--- config.mk ---
export PLATFORM = sky130hd
export DESIGN_NAME = if_id_stage_flat
export DESIGN_NICKNAME = d
export VERILOG_FILES = /design/src/rtl/if_id_if.sv /design/src/rtl/if_id_stage.sv /design/src/flat_wrapper.sv
export SDC_FILE = /design/constraint.sdc
export NUM_CORES = 1
export LEC_CHECK = 0
export ABC_AREA = 0
export CAP_MARGIN = 15
export CORE_MARGIN = 3
export CORE_UTILIZATION = 38
export DETAILED_ROUTE_END_ITERATION = 10
export MAX_ROUTING_LAYER = met4
export PLACE_DENSITY_LB_ADDON = 0.12
export SLEW_MARGIN = 5
export SYNTH_ARGS = -nofsm -noshare
export SYNTH_HDL_FRONTEND = slang
export SYNTH_SLANG_ARGS = --single-unit
--- constraint.sdc ---
create_clock -name clk_i -period 1.7 [get_ports clk_i]
set_input_delay 0.34 -clock clk_i [delete_from_list [all_inputs] [get_ports clk_i]]
set_output_delay 0.34 -clock clk_i [all_outputs]
set_load 0.02 [all_outputs]
--- src/rtl/if_id_if.sv ---
// IF/ID stage bus: fetch-side valid/ready beat plus decode-side stall/flush and registered outputs.
// The slave modport is the stage itself; the master modport is the fetch/decode environment.
interface if_id_if #(
   parameter int PC_W   = 32,
   parameter int INST_W = 32,
   parameter int CNT_W  = 8
);
   logic [PC_W-1:0]   pc_i;
   logic [INST_W-1:0] inst_i;
   logic              valid_i;
   logic              ready_o;
   logic              stall_i;
   logic              flush_i;
   logic [PC_W-1:0]   pc_o;
   logic [INST_W-1:0] inst_o;
   logic              valid_o;
   logic [CNT_W-1:0]  hold_cnt_o;

   modport slave (
      input  pc_i, inst_i, valid_i, stall_i, flush_i,
      output ready_o, pc_o, inst_o, valid_o, hold_cnt_o
   );

   modport master (
      output pc_i, inst_i, valid_i, stall_i, flush_i,
      input  ready_o, pc_o, inst_o, valid_o, hold_cnt_o
   );
endinterface

--- src/rtl/if_id_stage.sv ---
// IF/ID pipeline register with bubble collapse, flush and a saturating stall-hold counter.
// Define IF_ID_SKID_EN to add a one-entry skid buffer so ready_o comes straight from a flop.
module if_id_stage #(
   parameter int                PC_W     = 32,
   parameter int                INST_W   = 32,
   parameter logic [INST_W-1:0] NOP_INST = '0,
   parameter int                CNT_W    = 8
) (
   input logic   clk_i,
   input logic   rst_i,
   if_id_if.slave bus
);

   function automatic logic [CNT_W-1:0] sat_inc(input logic [CNT_W-1:0] v);
      return (&v) ? v : v + 1'b1;
   endfunction

   logic              vld_p1;
   logic [PC_W-1:0]   pc_p1;
   logic [INST_W-1:0] inst_p1;
   logic [CNT_W-1:0]  hold_p1;

   logic              adv;
   logic              rdy;
   logic              acc;
   logic              src_vld;
   logic [PC_W-1:0]   src_pc;
   logic [INST_W-1:0] src_inst;

   // A stalled stage whose output slot is empty still advances (bubble collapse).
   assign adv = !bus.stall_i || !vld_p1;
   assign acc = bus.valid_i && rdy;

`ifdef IF_ID_SKID_EN
   logic              skid_vld;
   logic [PC_W-1:0]   skid_pc;
   logic [INST_W-1:0] skid_inst;

   // While the skid is full rdy is low, so the skid and a fresh beat never compete.
   assign rdy      = !skid_vld;
   assign src_vld  = skid_vld || acc;
   assign src_pc   = skid_vld ? skid_pc   : bus.pc_i;
   assign src_inst = skid_vld ? skid_inst : bus.inst_i;

   always_ff @(posedge clk_i) begin
      if (!rst_i || bus.flush_i || adv) begin
         skid_vld <= 1'b0;
      end else if (acc) begin
         skid_vld  <= 1'b1;
         skid_pc   <= bus.pc_i;
         skid_inst <= bus.inst_i;
      end
   end
`else
   assign rdy      = adv;
   assign src_vld  = acc;
   assign src_pc   = bus.pc_i;
   assign src_inst = bus.inst_i;
`endif

   // ---- IF -> ID register boundary ----
   always_ff @(posedge clk_i) begin
      if (!rst_i) begin
         vld_p1  <= 1'b0;
         pc_p1   <= '0;
         inst_p1 <= NOP_INST;
         hold_p1 <= '0;
      end else if (bus.flush_i) begin
         vld_p1  <= 1'b0;
         inst_p1 <= NOP_INST;
         hold_p1 <= '0;
      end else if (adv) begin
         hold_p1 <= '0;
         if (src_vld) begin
            vld_p1  <= 1'b1;
            pc_p1   <= src_pc;
            inst_p1 <= src_inst;
         end else begin
            vld_p1  <= 1'b0;
            inst_p1 <= NOP_INST;
         end
      end else begin
         hold_p1 <= sat_inc(hold_p1);
      end
   end

   assign bus.ready_o    = rdy;
   assign bus.valid_o    = vld_p1;
   assign bus.pc_o       = pc_p1;
   assign bus.inst_o     = inst_p1;
   assign bus.hold_cnt_o = hold_p1;

endmodule

--- src/flat_wrapper.sv ---
// flat-port wrapper written by rule: the top's interface ports become plain ports
module if_id_stage_flat 
#(
   parameter int                PC_W     = 32,
   parameter int                INST_W   = 32,
   parameter logic [INST_W-1:0] NOP_INST = '0,
   parameter int                CNT_W    = 8
)
  (clk_i, rst_i, bus_pc_i, bus_inst_i, bus_valid_i, bus_stall_i, bus_flush_i, bus_ready_o, bus_pc_o, bus_inst_o, bus_valid_o, bus_hold_cnt_o);
  if_id_if #(.PC_W(PC_W), .INST_W(INST_W), .CNT_W(CNT_W)) bus_i ();
  input logic clk_i;
  input logic rst_i;
  input wire logic [$bits(bus_i.pc_i)-1:0] bus_pc_i;
  input wire logic [$bits(bus_i.inst_i)-1:0] bus_inst_i;
  input wire logic [$bits(bus_i.valid_i)-1:0] bus_valid_i;
  input wire logic [$bits(bus_i.stall_i)-1:0] bus_stall_i;
  input wire logic [$bits(bus_i.flush_i)-1:0] bus_flush_i;
  output wire logic [$bits(bus_i.ready_o)-1:0] bus_ready_o;
  output wire logic [$bits(bus_i.pc_o)-1:0] bus_pc_o;
  output wire logic [$bits(bus_i.inst_o)-1:0] bus_inst_o;
  output wire logic [$bits(bus_i.valid_o)-1:0] bus_valid_o;
  output wire logic [$bits(bus_i.hold_cnt_o)-1:0] bus_hold_cnt_o;
  assign bus_i.pc_i = bus_pc_i;
  assign bus_i.inst_i = bus_inst_i;
  assign bus_i.valid_i = bus_valid_i;
  assign bus_i.stall_i = bus_stall_i;
  assign bus_i.flush_i = bus_flush_i;
  assign bus_ready_o = bus_i.ready_o;
  assign bus_pc_o = bus_i.pc_o;
  assign bus_inst_o = bus_i.inst_o;
  assign bus_valid_o = bus_i.valid_o;
  assign bus_hold_cnt_o = bus_i.hold_cnt_o;
  if_id_stage #(.PC_W(PC_W), .INST_W(INST_W), .NOP_INST(NOP_INST), .CNT_W(CNT_W)) u_core (.clk_i(clk_i), .rst_i(rst_i), .bus(bus_i));
endmodule
== Yosys cells after proc, flatten, opt, wreduce, memory -nomap -nowiden ==
Index checks and enable logic that the tools add are counted.
Word-level totals
  bits in registers: 73
  word-level logic and storage cells: 17
Operators by class
  add/sub/neg operators: 1
  multiplexer cells: 2
  bitwise operators: 2
  reductions and logical operators: 8
Operators with widths (number)
  32-bit two-way mux: 1
  8-bit by 1-bit adder with 8-bit output, second input constant: 1
  8-bit AND reduction: 1
  3-bit AND reduction: 1
  3-bit OR reduction: 1
  1-bit zero test: 2
  1-bit NOT: 2
  2-bit OR reduction: 1
  1-bit logical AND: 1
  1-bit logical OR: 1
  1-bit two-way mux: 1

== Longest topological paths before layout ==
Gate-level depths: netlist of run 1.
  depth after elaboration: 4
  depth in mapped cells: 5

== Worst setup path after synthesis of run 1 ==
No wires, ideal clock.
  path type: register to register
  start: register u_core.hold_p1[0] (netlist: u_core.bus.hold_cnt_o[0])
  end: register u_core.hold_p1[7] (netlist: u_core.bus.hold_cnt_o[7])
  arrival: 1309 ps
  required time: 1584 ps
  slack: 274 ps
  cell stages (with the launch flop): 4
  path buffers: 0
  cell sequence: dfxtp_1 > ha_1 > or4b_1 > o211a_1
On the way
  cells in the longest elaborated chain, start to end: 1
  elaborated cells on any way between the ends: 2
  those cells by class: 1 x add/sub; 1 x reduce/logical
RTL lines
  start, declared: RTL line if_id_stage.sv:21  | logic [CNT_W-1:0] hold_p1;
  start signal, assigned: RTL line if_id_stage.sv:83  | hold_p1 <= sat_inc(hold_p1);
  8-bit by 1-bit adder with 8-bit output or 8-bit AND reduction (tied branches): RTL line if_id_stage.sv:15  | return (&v) ? v : v + 1'b1;
Several ways; a longest one is shown, not always the timed one.
A chain may end at the register's enable or synchronous reset.

== Worst setup path in the final report of run 1 ==
  start: register u_core.inst_p1[20] (netlist: u_core.bus.inst_o[20])
  end: output port bus_inst_o[20]
RTL lines
  start, declared: RTL line if_id_stage.sv:20  | logic [INST_W-1:0] inst_p1;
  start signal, assigned: RTL line if_id_stage.sv:77  | inst_p1 <= src_inst;
  end, declared: RTL line flat_wrapper.sv:20  | output wire logic [$bits(bus_i.inst_o)-1:0] bus_inst_o;
No word-level cell between the ends.

==> results of run 1 <==
## worst paths after layout
check,from,to,slack (ps),cells after the start
setup / recovery,u_core.bus.inst_o[20],bus_inst_o[20],60,1
hold / removal,u_core.bus.pc_o[8],u_core.bus.pc_o[8],470,2
setup reg to reg,u_core.bus.hold_cnt_o[0],u_core.bus.hold_cnt_o[7],270,3
hold reg to reg,u_core.bus.pc_o[8],u_core.bus.pc_o[8],470,2
## registers in the layout, summed over array words and instances, names as in the netlist
| name | flops |
|---|---|
| u_core.bus.valid_o | 1 |
| u_core.bus.pc_o | 32 |
| u_core.bus.inst_o | 32 |
| u_core.bus.hold_cnt_o | 8 |
## area by class of cell
type	instances	area, µm²	share of cell area
Multi-Input combinational cell	167	1020	0.238
Sequential cell	73	1460	0.340
Clock buffer	11	141	0.0329
Tap cell	77	96.3	0.0224
Clock inverter	4	20.0	0.00465
Inverter	3	11.3	0.00262
Timing Repair Buffer	154	1550	0.360
## power by group
group / internal, mW / total, mW / leakage (nW) / switching [mW]
clock network: 0.552 / 1.15 / 0.0887 / 0.598
logic: 0.298 / 0.526 / 0.943 / 0.228
registers: 1.77 / 1.79 / 0.594 / 0.0279
total: 2.62 / 3.47 / 1.63 / 0.854
## cells in the mapped netlist
library cell	n	area share
dfxtp_1	73	0.56
a21oi_1	36	0.069
o21ai_0	36	0.069
nand3_1	34	0.065
a22o_1	32	0.11
clkbuf_1	12	0.017
buf_2	6	0.012
nor3_1	5	0.0096
a31oi_1	4	0.0096
buf_6	3	0.013
inv_1	3	0.0043
nand2_1	2	0.0029
nor2_1	2	0.0029
a21bo_2	1	0.0038
a21boi_0	1	0.0029
a21boi_1	1	0.0029
and3_2	1	0.0029
and4_1	1	0.0034
and4b_1	1	0.0038
buf_4	1	0.0029
ha_1	1	0.0048
nand2b_1	1	0.0024
nand3_2	1	0.0038
nand4_1	1	0.0024
nand4_2	1	0.0048
nor2_2	1	0.0024
o211a_1	1	0.0038
o32a_2	1	0.0043
or2_0	1	0.0024
or4b_1	1	0.0038
## stage by stage
stage | cells | setup WS (ps)
after floorplan | 265 | 274
after global placement | 474 | -85.1
after detailed placement | 474 | -96.6
after CTS | 489 | 52.7
after global routing | 489 | 10.8
final | 489 | 62.1
## cells by family (layout without fill, tap and decap cells)
logic type,Yosys count,in the layout,share of synthesized area
buffers and inverters,25,172,0.0489
adders and majority gates,1,1,0.00480
AOI/OAI and AO/OA,113,113,0.273
and+or+nand+nor,53,53,0.113
DFF,73,73,0.560
## placed cells by master, fill, tap and decap left out, drive strengths merged, types with 2 or more instances in the layout
master / count
buf: 12
dfxtp: 73
inv: 3
o21ai: 36
nor2: 3
a21oi: 36
dlygate4sd2: 10
clkinv: 4
a21boi: 2
nor3: 5
nand2: 2
nand3: 35
clkdlybuf4s50: 132
clkbuf: 11
nand4: 2
a22o: 32
a31oi: 4
## timing repair
action	in CTS	in global routing
endpoints found under the setup margin	10	0
buffers inserted	0	0
gates resized for setup	10	0
## layer usage
| metal | wire (µm) | part of all wire | track usage | vias to the layer above |
|---|---|---|---|---|
| li1 | - | - | - | 1273 |
| met1 | 3190 | 0.42 | 0.255 | 1236 |
| met2 | 3580 | 0.47 | 0.291 | 121 |
| met3 | 764 | 0.10 | 0.0624 | 11 |
| met4 | 119 | 0.016 | 0.0824 | 0 |
| met5 | 0 | 0 | - | - |
==> out/metrics.yaml, run 1 <==
cts-buffers-inserted: 9
stdcell_area_um2: 4300
slowest_delay_ps: 620
crit_path_start_kind: "register"
setup_violations: 0
wirelength_um: 7660
peakVddDrop_mv: 0.401
die_y_um: 88.8
nets: 478
setup_tns_ps: 0
nFillCells: 553
core_area_um2: 6490
drive_gt1_frac: 0.0801
slowest_stage: "clkdlybuf4s50_1"
postPlaceCellArea_um2: 4150
maxSlewHeadroom: 0.768
holdWs_ps: 474
hold_viol: 0
hold_path_class: "reg2reg"
cts_root_buffer: "clkbuf_8"
grt_max_degree: 33
hpwl_um: 5400
antenna_found_initial: 0
vias: 2641
globalplace.congestion: 0.781
portBuffers: 142
fin_crit_sh: 0.963
finClkSkew_ps: 3.40
h-tree-depth: 3
diodes: 0
arrival_ps: 1300
netlist_instances: 265
dr.pass1.iters: 4
ys_warn_count: 0
syn_nets: 335
ys_types: 30
power.density_nw_per_um2: 807
pin_count: 143
worstPathCellList: "clkdlybuf4s50_1"
wire_per_inst_um: 15.7
cap_violations: 0
clk_path_buf_depth: 2
power.total_mw: 3.47
slew_violations: 0
cts_hold_buf: 0
overflow: 0
synthesis.area_um2: 2610
endpoint_kind: "primary output"
synth-seq-cells: 73
fp.dieW_um: 88.8
worstSetupPathType: "reg2out"
cts_tree: "done"
leakage_nw: 1.63
viasPerCell: 5.40
drc: 0
die_area_um2: 7890
max_freq_ghz: 0.611
worstMarginPinSlew_ps: 347
rows: 29
clock-sinks: 73
rsz0062_at_grt: "no"
grtUsageTotal: 0.199
ant_nets: 0
grt_pass1_wl_um: 11900
yosysSeqAreaShare: 0.560
areaGrowthSynthToFinish_pct: 65.0
final_util: 0.662
outcome: "finished, final reports clean"
cp_num_buf_inv: 1
required_ps: 1360
first_global_vias: 2421
avgSynthCellArea_um2: 9.84
crit_family: "buffers and inverters"
path_clk_slew_ps: 70
start_util: 0.401
cp_max_fo: 2
clk_latency_ps: 330
period_needed_ps: 1640
drtIter0Drc: 102
Power figures use the tool's default switching activity.
==> run 2, diff against run 1 <==
--- a/config.mk
+++ b/config.mk
@@ -7,8 +7,10 @@
 export LEC_CHECK = 0
 export ABC_AREA = 0
 export CAP_MARGIN = 15
+export CELL_PAD_IN_SITES_DETAIL_PLACEMENT = 0
+export CELL_PAD_IN_SITES_GLOBAL_PLACEMENT = 1
 export CORE_MARGIN = 3
-export CORE_UTILIZATION = 38
+export CORE_UTILIZATION = 27
 export DETAILED_ROUTE_END_ITERATION = 10
 export MAX_ROUTING_LAYER = met4
 export PLACE_DENSITY_LB_ADDON = 0.12
==> out/metrics.yaml, run 2 (same netlist as run 1, synthesis figures left out) <==
endpoint_kind: "primary output"
setup_violations: 0  # unchanged
hpwl_um: 5690  # +5.4%
worstMarginPinSlew_ps: 321  # -26.3 ps
drc: 0  # unchanged
max_freq_ghz: 0.610  # about the same
finClkSkew_ps: 14.2  # +10.8 ps
endpoint: "bus_pc_o[0]"
postPlaceCellArea_um2: 4240  # +2.2%
period_needed_ps: 1640  # +0.173 ps
cts_tree: "done"
rsz0062_at_grt: "no"
drtIter0Drc: 64  # -37%
setup_slack_ps: 61.9  # -0.173 ps
regArea_um2: 1460  # unchanged
cp_max_fo: 2  # unchanged
peakVddDrop_mv: 0.362  # -9.7%
first_global_vias: 2455  # +1.4%
slew_violations: 0  # unchanged
outcome: "finished, final reports clean"
clock-sinks: 73  # unchanged
required_ps: 1360  # about the same
viasPerCell: 4.72  # -13%
power.total_mw: 3.87  # +12%
ant_nets: 0  # unchanged
rrSetupSlack_ps: 280  # about the same
portBuffers: 142  # unchanged
globalplace.congestion: 0.758  # -2.9%
hold_viol: 0  # unchanged
layout_commonest_cell: "clkdlybuf4s50_1"
diodes: 0  # unchanged
vias: 2583  # -2.2%
cts_hold_buf: 0  # unchanged
core_area_um2: 9330  # +44%
cp.depth: 1  # unchanged
pin_count: 143  # unchanged
clk_path_buf_depth: 2  # unchanged
power.density_nw_per_um2: 866  # +7.3%
worstPathCellList: "clkdlybuf4s50_1"
dp_cells: 531  # +12%
fin_cells: 547  # +12%
die_area_um2: 10900  # +38%
cap_violations: 0  # unchanged
rr_worst_depth: 3  # unchanged
stdcell_area_um2: 4480  # +4.0%
r2r-end: "u_core.bus.hold_cnt_o[7]"
fp.dieW_um: 104  # +17%
wirelength_um: 8100  # +5.8%
arrival_ps: 1300  # about the same
grtUsageTotal: 0.152  # -0.0474
overflow: 0  # unchanged
cp_num_buf_inv: 1  # unchanged
die_y_um: 104  # +17%
crit_path_start_kind: "register"
dr.pass1.iters: 4  # unchanged
nets: 483  # +1.0%
hold_path_class: "reg2reg"
crit_family: "buffers and inverters"
slowest_delay_ps: 610  # about the same
r2r_start: "u_core.bus.hold_cnt_o[0]"
grt_max_degree: 33  # unchanged
path_clk_slew_ps: 90  # +20 ps
areaGrowthSynthToFinish_pct: 71.6
critPathLaunch: "u_core.bus.pc_o[0]"
min_from: "u_core.bus.pc_o[9]"
multiInputGateArea_um2: 1020  # unchanged
antenna_found_initial: 0  # unchanged
layout_common_cells: "127 x clkdlybuf4s50_1, 73 x dfxtp_1, 36 x o21ai_0, 36 x a21oi_1, 34 x nand3_1"
rows: 35  # +21%
grt_pass1_wl_um: 12900  # +8.5%
drive_gt1_frac: 0.0957  # +0.0156
clk_latency_ps: 340  # about the same
nFillCells: 916  # +66%
worstSetupPathType: "reg2out"
slowest_stage: "clkdlybuf4s50_1"
place_ws_ps: -102  # -5.43 ps
cts-buffers-inserted: 9  # unchanged
wire_per_inst_um: 14.8  # -5.4%
fin_crit_sh: 0.964  # about the same
leakage_nw: 1.76  # +8.5%
maxSlewHeadroom: 0.786  # +0.0175
h-tree-depth: 3  # unchanged
cts_root_buffer: "clkbuf_8"
start_util: 0.280  # -0.122
[run 2: stage by stage]
stage	hold slack, ps	TNS (ps)	utilization
5_1_grt	494	0	0.480
3_5_place_dp	463	-1280	0.455
4_1_cts	476	0	0.478
6_report	473	0	0.480
2_1_floorplan	457	0	-
3_3_place_gp	460	-693	0.455
[run 2: how the worst min path moves through the flow]
stage                      endpoint  slack, ps  depth (start not counted)
2_1_floorplan    u_core.bus.valid_o        460                          2
3_3_place_gp   u_core.bus.inst_o[9]        460                          1
3_5_place_dp   u_core.bus.inst_o[8]        460                          1
4_1_cts          u_core.bus.pc_o[9]        480                          2
5_1_grt          u_core.bus.pc_o[9]        490                          2
6_report         u_core.bus.pc_o[9]        470                          2
[run 2: cell type report]
cell class / instances / area share
repair buffers: 159 / 0.355
flip-flops and latches: 73 / 0.327
multi-input cells: 167 / 0.228
well taps: 129 / 0.0361
clock buffers: 10 / 0.0308
clock inverters: 6 / 0.0204
inverters: 3 / 0.00252
[run 2: metal layers]
| metal | vias up | global-route usage | part of all wire |
|---|---|---|---|
| met3 | 7 | 0.0503 | 0.071 |
| met5 | - | - | 0 |
| li1 | 1284 | - | - |
| met2 | 95 | 0.235 | 0.46 |
| met4 | 0 | 0.0427 | 0.0072 |
| met1 | 1197 | 0.190 | 0.46 |
[run 2: what timing repair did]
action / CTS / global route
resized for setup: 9 / 6
setup endpoints to repair: 9 / 6
setup buffers: 0 / 0
[run 2: worst register-to-register path, delay by kind of cell (launching register included)]
kind | cells | cell delay (ps)
AOI/OAI and AO/OA | 1 | 130
DFF | 1 | 360
adders and majority gates | 1 | 280
and+or+nand+nor | 1 | 540
[run 2: where the power goes]
part | total (mW) | internal [mW] | switching [mW]
Clock | 1.55 | 0.869 | 0.678
Sequential | 1.79 | 1.77 | 0.0277
Combinational | 0.534 | 0.302 | 0.232
Total | 3.87 | 2.94 | 0.938
==> run 3, diff against run 2 <==
==> constraint.sdc (replaced) <==
create_clock -name clk_i -period 1.62 [get_ports clk_i]
set_input_delay 0.324 -clock clk_i [delete_from_list [all_inputs] [get_ports clk_i]]
set_output_delay 0.324 -clock clk_i [all_outputs]
set_load 0.02 [all_outputs]
==> out/metrics.yaml, run 3 (same netlist as run 1, synthesis figures left out) <==
route.met2.wl_um: 3880  # +3.6%
worstSetupPathType: "in2out"
fin_cells: 549  # +0.37%
route.met3.wl_um: 497  # -13%
power.density_nw_per_um2: 882  # +1.9%
peakVddDrop_mv: 0.427  # +18%
finClkSkew_ps: 11.0  # -3.22 ps
setup_violations: 0  # unchanged
r2r_start: "u_core.bus.hold_cnt_o[0]"
h-tree-depth: 3  # unchanged
ant_nets: 0  # unchanged
fp.dieW_um: 104  # unchanged
diodes: 0  # unchanged
areaGrowthSynthToFinish_pct: 67.9
min_to: "u_core.bus.pc_o[9]"
overflow: 0  # unchanged
crit_path_start_kind: "primary input"
fin_crit_sh: 0.933
arrival_ps: 1190  # -110 ps
min_from: "u_core.bus.pc_o[9]"
max_freq_ghz: 0.661
endpoint_kind: "primary output"
slowest_delay_ps: 480  # -130 ps
clock-sinks: 73  # unchanged
worstPathCellList: "clkdlybuf4s50_1 > nand2_1 > dlygate4sd2_1"
cts-buffers-inserted: 9  # unchanged
drc: 0  # unchanged
required_ps: 1300  # -60 ps
postCtsSetupBuffers: 0  # unchanged
worstMarginPinSlew_ps: 334  # +12.6 ps
viasPerCell: 4.74  # +0.37%
slowest_stage: "clkdlybuf4s50_1"
antenna_found_initial: 0  # unchanged
drive_gt1_frac: 0.102  # +0.00669
hold_path_class: "reg2reg"
holdPathStages: 2  # unchanged
period_needed_ps: 1510
maxSlewHeadroom: 0.778  # -0.00843
final_util: 0.469  # -0.0106
holdWs_ps: 472  # -0.426 ps
die_y_um: 104  # unchanged
postPlaceCellArea_um2: 4260  # +0.35%
cp_max_fo: 2  # unchanged
cts_tree: "done"
outcome: "finished, final reports clean"
cts_root_buffer: "clkbuf_8"
grt_pass1_wl_um: 13100  # +1.8%
rsz0062_at_grt: "no"
stdcell_area_um2: 4380  # -2.2%
rr_worst_depth: 5  # +2
hold_viol: 0  # unchanged
nets: 485  # +0.41%
core_area_um2: 9330  # unchanged
top_layer_used: "met4"
nFillCells: 948  # +3.5%
layout_common_cells: "72 x dlygate4sd2_1, 72 x dfxtp_1, 68 x clkdlybuf4s50_1, 36 x o21ai_0, 36 x a21oi_1"
wire_per_inst_um: 14.9  # +0.84%
vias: 2602  # +0.74%
dp_cells: 533  # +0.38%
grt_max_degree: 33  # unchanged
leakage_nw: 1.97  # +11%
globalplace.congestion: 0.765  # +0.84%
clk_latency_ps: 350  # about the same
dr.pass1.iters: 4  # unchanged
pin_count: 143  # unchanged
r2r-end: "u_core.bus.hold_cnt_o[0]"
grtUsageTotal: 0.153  # +0.00121
portBuffers: 142  # unchanged
die_area_um2: 10900  # unchanged
hpwl_um: 5810  # +2.0%
rows: 35  # unchanged
cap_violations: 0  # unchanged
slew_violations: 0  # unchanged
wirelength_um: 8200  # +1.2%
start_util: 0.280  # unchanged
drtIter0Drc: 74  # +16%
path_clk_slew_ps: 80  # about the same
wl_met1_um: 3760  # +0.97%
rrSetupSlack_ps: 230  # -50 ps
first_global_vias: 2575  # +4.9%
clk_path_buf_depth: 2  # unchanged
==> run 3: how the worst max path moves through the flow <==
stage | from | slack [ps] | cells past startpoint | to
2_1_floorplan | u_core.bus.hold_cnt_o[0] | 190 | 3 | u_core.bus.hold_cnt_o[7]
3_3_place_gp | bus_stall_i | -130 | 3 | bus_ready_o
3_5_place_dp | bus_stall_i | -140 | 3 | bus_ready_o
4_1_cts | u_core.bus.inst_o[29] | 0.1 | 1 | bus_inst_o[29]
5_1_grt | u_core.bus.hold_cnt_o[2] | 50 | 1 | bus_hold_cnt_o[2]
6_report | bus_stall_i | 110 | 3 | bus_ready_o
==> run 3: layer usage <==
layer,vias to the layer above,global-route usage
met5,-,-
met3,5,0.0559
met4,0,0.0370
met2,92,0.239
li1,1287,-
met1,1218,0.189
==> run 3: power breakdown <==
part | internal (mW) | switching (mW) | total [mW]
clock network | 0.724 | 0.737 | 1.46
registers | 1.85 | 0.0267 | 1.88
logic | 0.277 | 0.243 | 0.521
total | 2.86 | 1.01 | 3.86
==> run 3: layout make-up <==
class                      instances  area [µm²]  share of cell area
sequential                        73        1460               0.334
clock buffer                       9         124              0.0283
timing repair buffer             161        1520               0.346
tap                              129         161              0.0369
clock inverter                     7        78.8              0.0180
inverter                           3        11.3             0.00257
multi-input combinational        167        1020               0.234
==> run 3: timing repair <==
action | in CTS | in global routing
cloned | 0 | 0
gates resized for setup | 72 | 3
endpoints found under the setup margin | 72 | 3
hold buffers | 0 | 0
==> run 3: stage by stage <==
stage	total power, mW	TNS, ps	worst slack (ps)
final	3.86	0	108
after global routing	4.05	0	53.5
after CTS	3.93	0	0.124
after detailed placement	2.49	-5250	-138
after global placement	2.49	-4360	-130
after floorplan	2.13	0	194
==> run 3: critical path, delay by kind of cell <==
kind | cells | cell delay [ps]
buf+inv | 2 | 800
simple gates | 1 | 70
==> RTL edit (settings of run 2) <==
`CNT_W` is set to 8 in 3 places; all go to 10.
--- a/src/rtl/if_id_if.sv
+++ b/src/rtl/if_id_if.sv
@@ -3,7 +3,7 @@
 interface if_id_if #(
    parameter int PC_W   = 32,
    parameter int INST_W = 32,
-   parameter int CNT_W  = 8
+   parameter int CNT_W  = 10
 );
    logic [PC_W-1:0]   pc_i;
    logic [INST_W-1:0] inst_i;
--- a/src/rtl/if_id_stage.sv
+++ b/src/rtl/if_id_stage.sv
@@ -4,7 +4,7 @@
    parameter int                PC_W     = 32,
    parameter int                INST_W   = 32,
    parameter logic [INST_W-1:0] NOP_INST = '0,
-   parameter int                CNT_W    = 8
+   parameter int                CNT_W    = 10
 ) (
    input logic   clk_i,
    input logic   rst_i,
--- a/src/flat_wrapper.sv
+++ b/src/flat_wrapper.sv
@@ -4,7 +4,7 @@
    parameter int                PC_W     = 32,
    parameter int                INST_W   = 32,
    parameter logic [INST_W-1:0] NOP_INST = '0,
-   parameter int                CNT_W    = 8
+   parameter int                CNT_W    = 10
 )
   (clk_i, rst_i, bus_pc_i, bus_inst_i, bus_valid_i, bus_stall_i, bus_flush_i, bus_ready_o, bus_pc_o, bus_inst_o, bus_valid_o, bus_hold_cnt_o);
   if_id_if #(.PC_W(PC_W), .INST_W(INST_W), .CNT_W(CNT_W)) bus_i ();
Ports: changed (resized bus_hold_cnt_o); port bits go from 143 to 145. The function was not compared with the original's and may differ.
==> RTL edit against run 2 <==
Final cell count up 0.73%; sequential power up 3%; wire length down 8.3%; power up 3.4%; critical path type unchanged; critical path depth unchanged; count of clock-buffer cells in the layout up 1; via count down 5.3%; synthesized area up 3.2%; final area up 2.1%; fmax about the same; setup slack worse by 0.0010 ns; sequential cell count up 2; clock power up 8%.
==> RTL edit: results (changes against run 2) <==
Pleak=1.86 nW (+5.1%); met3 Usage GRT=5.70% (+0.67 points); total track usage=13.5% (-1.7 points); worst vdd ir=478 uV (+32%); first-pass GRT wire length=11800 um (-8.8%); Post-synth top cells=dfxtp_1 (75), nand2_1 (69), a22o_1 (32); Cell variety after synth=31 (+3.3%); multi-input combinational area share=24.0% (+1.2 points); footprint of the multi-input gates=1100 sq um (+7.3%); status=finished clean; total CTS buffers=9 (unchanged); vias in the first global route=2433 (-0.90%); fill count=927 (+1.2%); dpl cell area=4310 sq um (+1.6%); Largest stage delay, worst path=0.63 ns (+0.02 ns); buffering overhead=34.2% (-1.4 points); Clock Sinks=75 (+2.7%); sequential fraction of the synthesis area=55.8% (-0.26 points); starting DRC count in detailed routing=45 (-30%); met1 GRT Util=16.7% (-2.3 points); dpl hpwl=5230 um (-8.2%); Non-clk bufs=152 (-4.4%); Vias=2445 (-5.3%); ranking of synthesized cells by area=dfxtp_1 (56%), a22o_1 (10%), nand2_1 (9.6%), a21boi_0 (7.8%), buf_2 (2.8%); M1 WL=3430 um (-7.9%); Via density=4.44 (-6.0%); clock-cell share of area=5.45% (+0.33 points); PortBufs=144 (+1.4%); met2 wire length=3370 um (-9.9%); syn avg cell area=9.82 sq um (-0.18%); inverter count=0 (-3); clkbuf count=11 (+1); Syn Inst Count=274 (+3.4%); Mapped Nets=344 (+2.7%); Placed Cells=536 (+0.94%); Yosys warning count=0 (unchanged); layout net count=488 (+1.0%); FF/Latch Area=1500 sq um (+2.7%); metal3 WL=591 um (+3.1%); RD Place Congestion=0.766 (+1.1%); post-placement setup slack=-0.0990 ns (+0.00305 ns); Routed WL=7430 um (-8.3%)
[RTL edit: cell count changes in the layout (fill, tap and decap cells not counted), sizes merged, moves of 4 or more]
cell,delta
nor2,+10
nand3,-31
nand2,+68
mux2i,+4
buf,-9
a21boi,+30
nor3,-4
o21ai,-35
a21oi,-34
[RTL edit: path summary, 6_finish.rpt]
path / from / to / slack, ns / cells past startpoint
worst max-delay path: u_core.bus.inst_o[23] / bus_inst_o[23] / 0.06 / 1
worst min-delay path: u_core.bus.pc_o[9] / u_core.bus.pc_o[9] / 0.46 / 2
worst max register to register: u_core.bus.hold_cnt_o[0] / u_core.bus.hold_cnt_o[5] / 0.26 / 5
worst min register to register: u_core.bus.pc_o[9] / u_core.bus.pc_o[9] / 0.46 / 2
[RTL edit: where the power goes]
part / switching, mW / internal [mW]
clock network: 0.631 / 1.05
registers: 0.0286 / 1.81
logic: 0.198 / 0.289
total: 0.857 / 3.15
[RTL edit: cells by family (layout without fill, tap and decap cells)]
| kind of cell | count (synthesis) | count (layout) | synth area share, % |
|---|---|---|---|
| flip-flops | 75 | 75 | 55.8 |
| adder cells (fa/ha/maj) | 1 | 1 | 0.465 |
| multiplexers | 4 | 4 | 1.49 |
| buffers and inverters | 19 | 167 | 3.63 |
| AO/OA/AOI/OAI | 72 | 72 | 21.8 |
| XOR/XNOR | 4 | 4 | 1.30 |
| AND/OR/NAND/NOR | 99 | 99 | 15.6 |
[RTL edit: timing repair]
| action | CTS | global route |
|---|---|---|
| hold buffers | 0 | 0 |
| gates resized for setup | 10 | 9 |
| setup endpoints to repair | 10 | 9 |
| setup buffers | 0 | 0 |
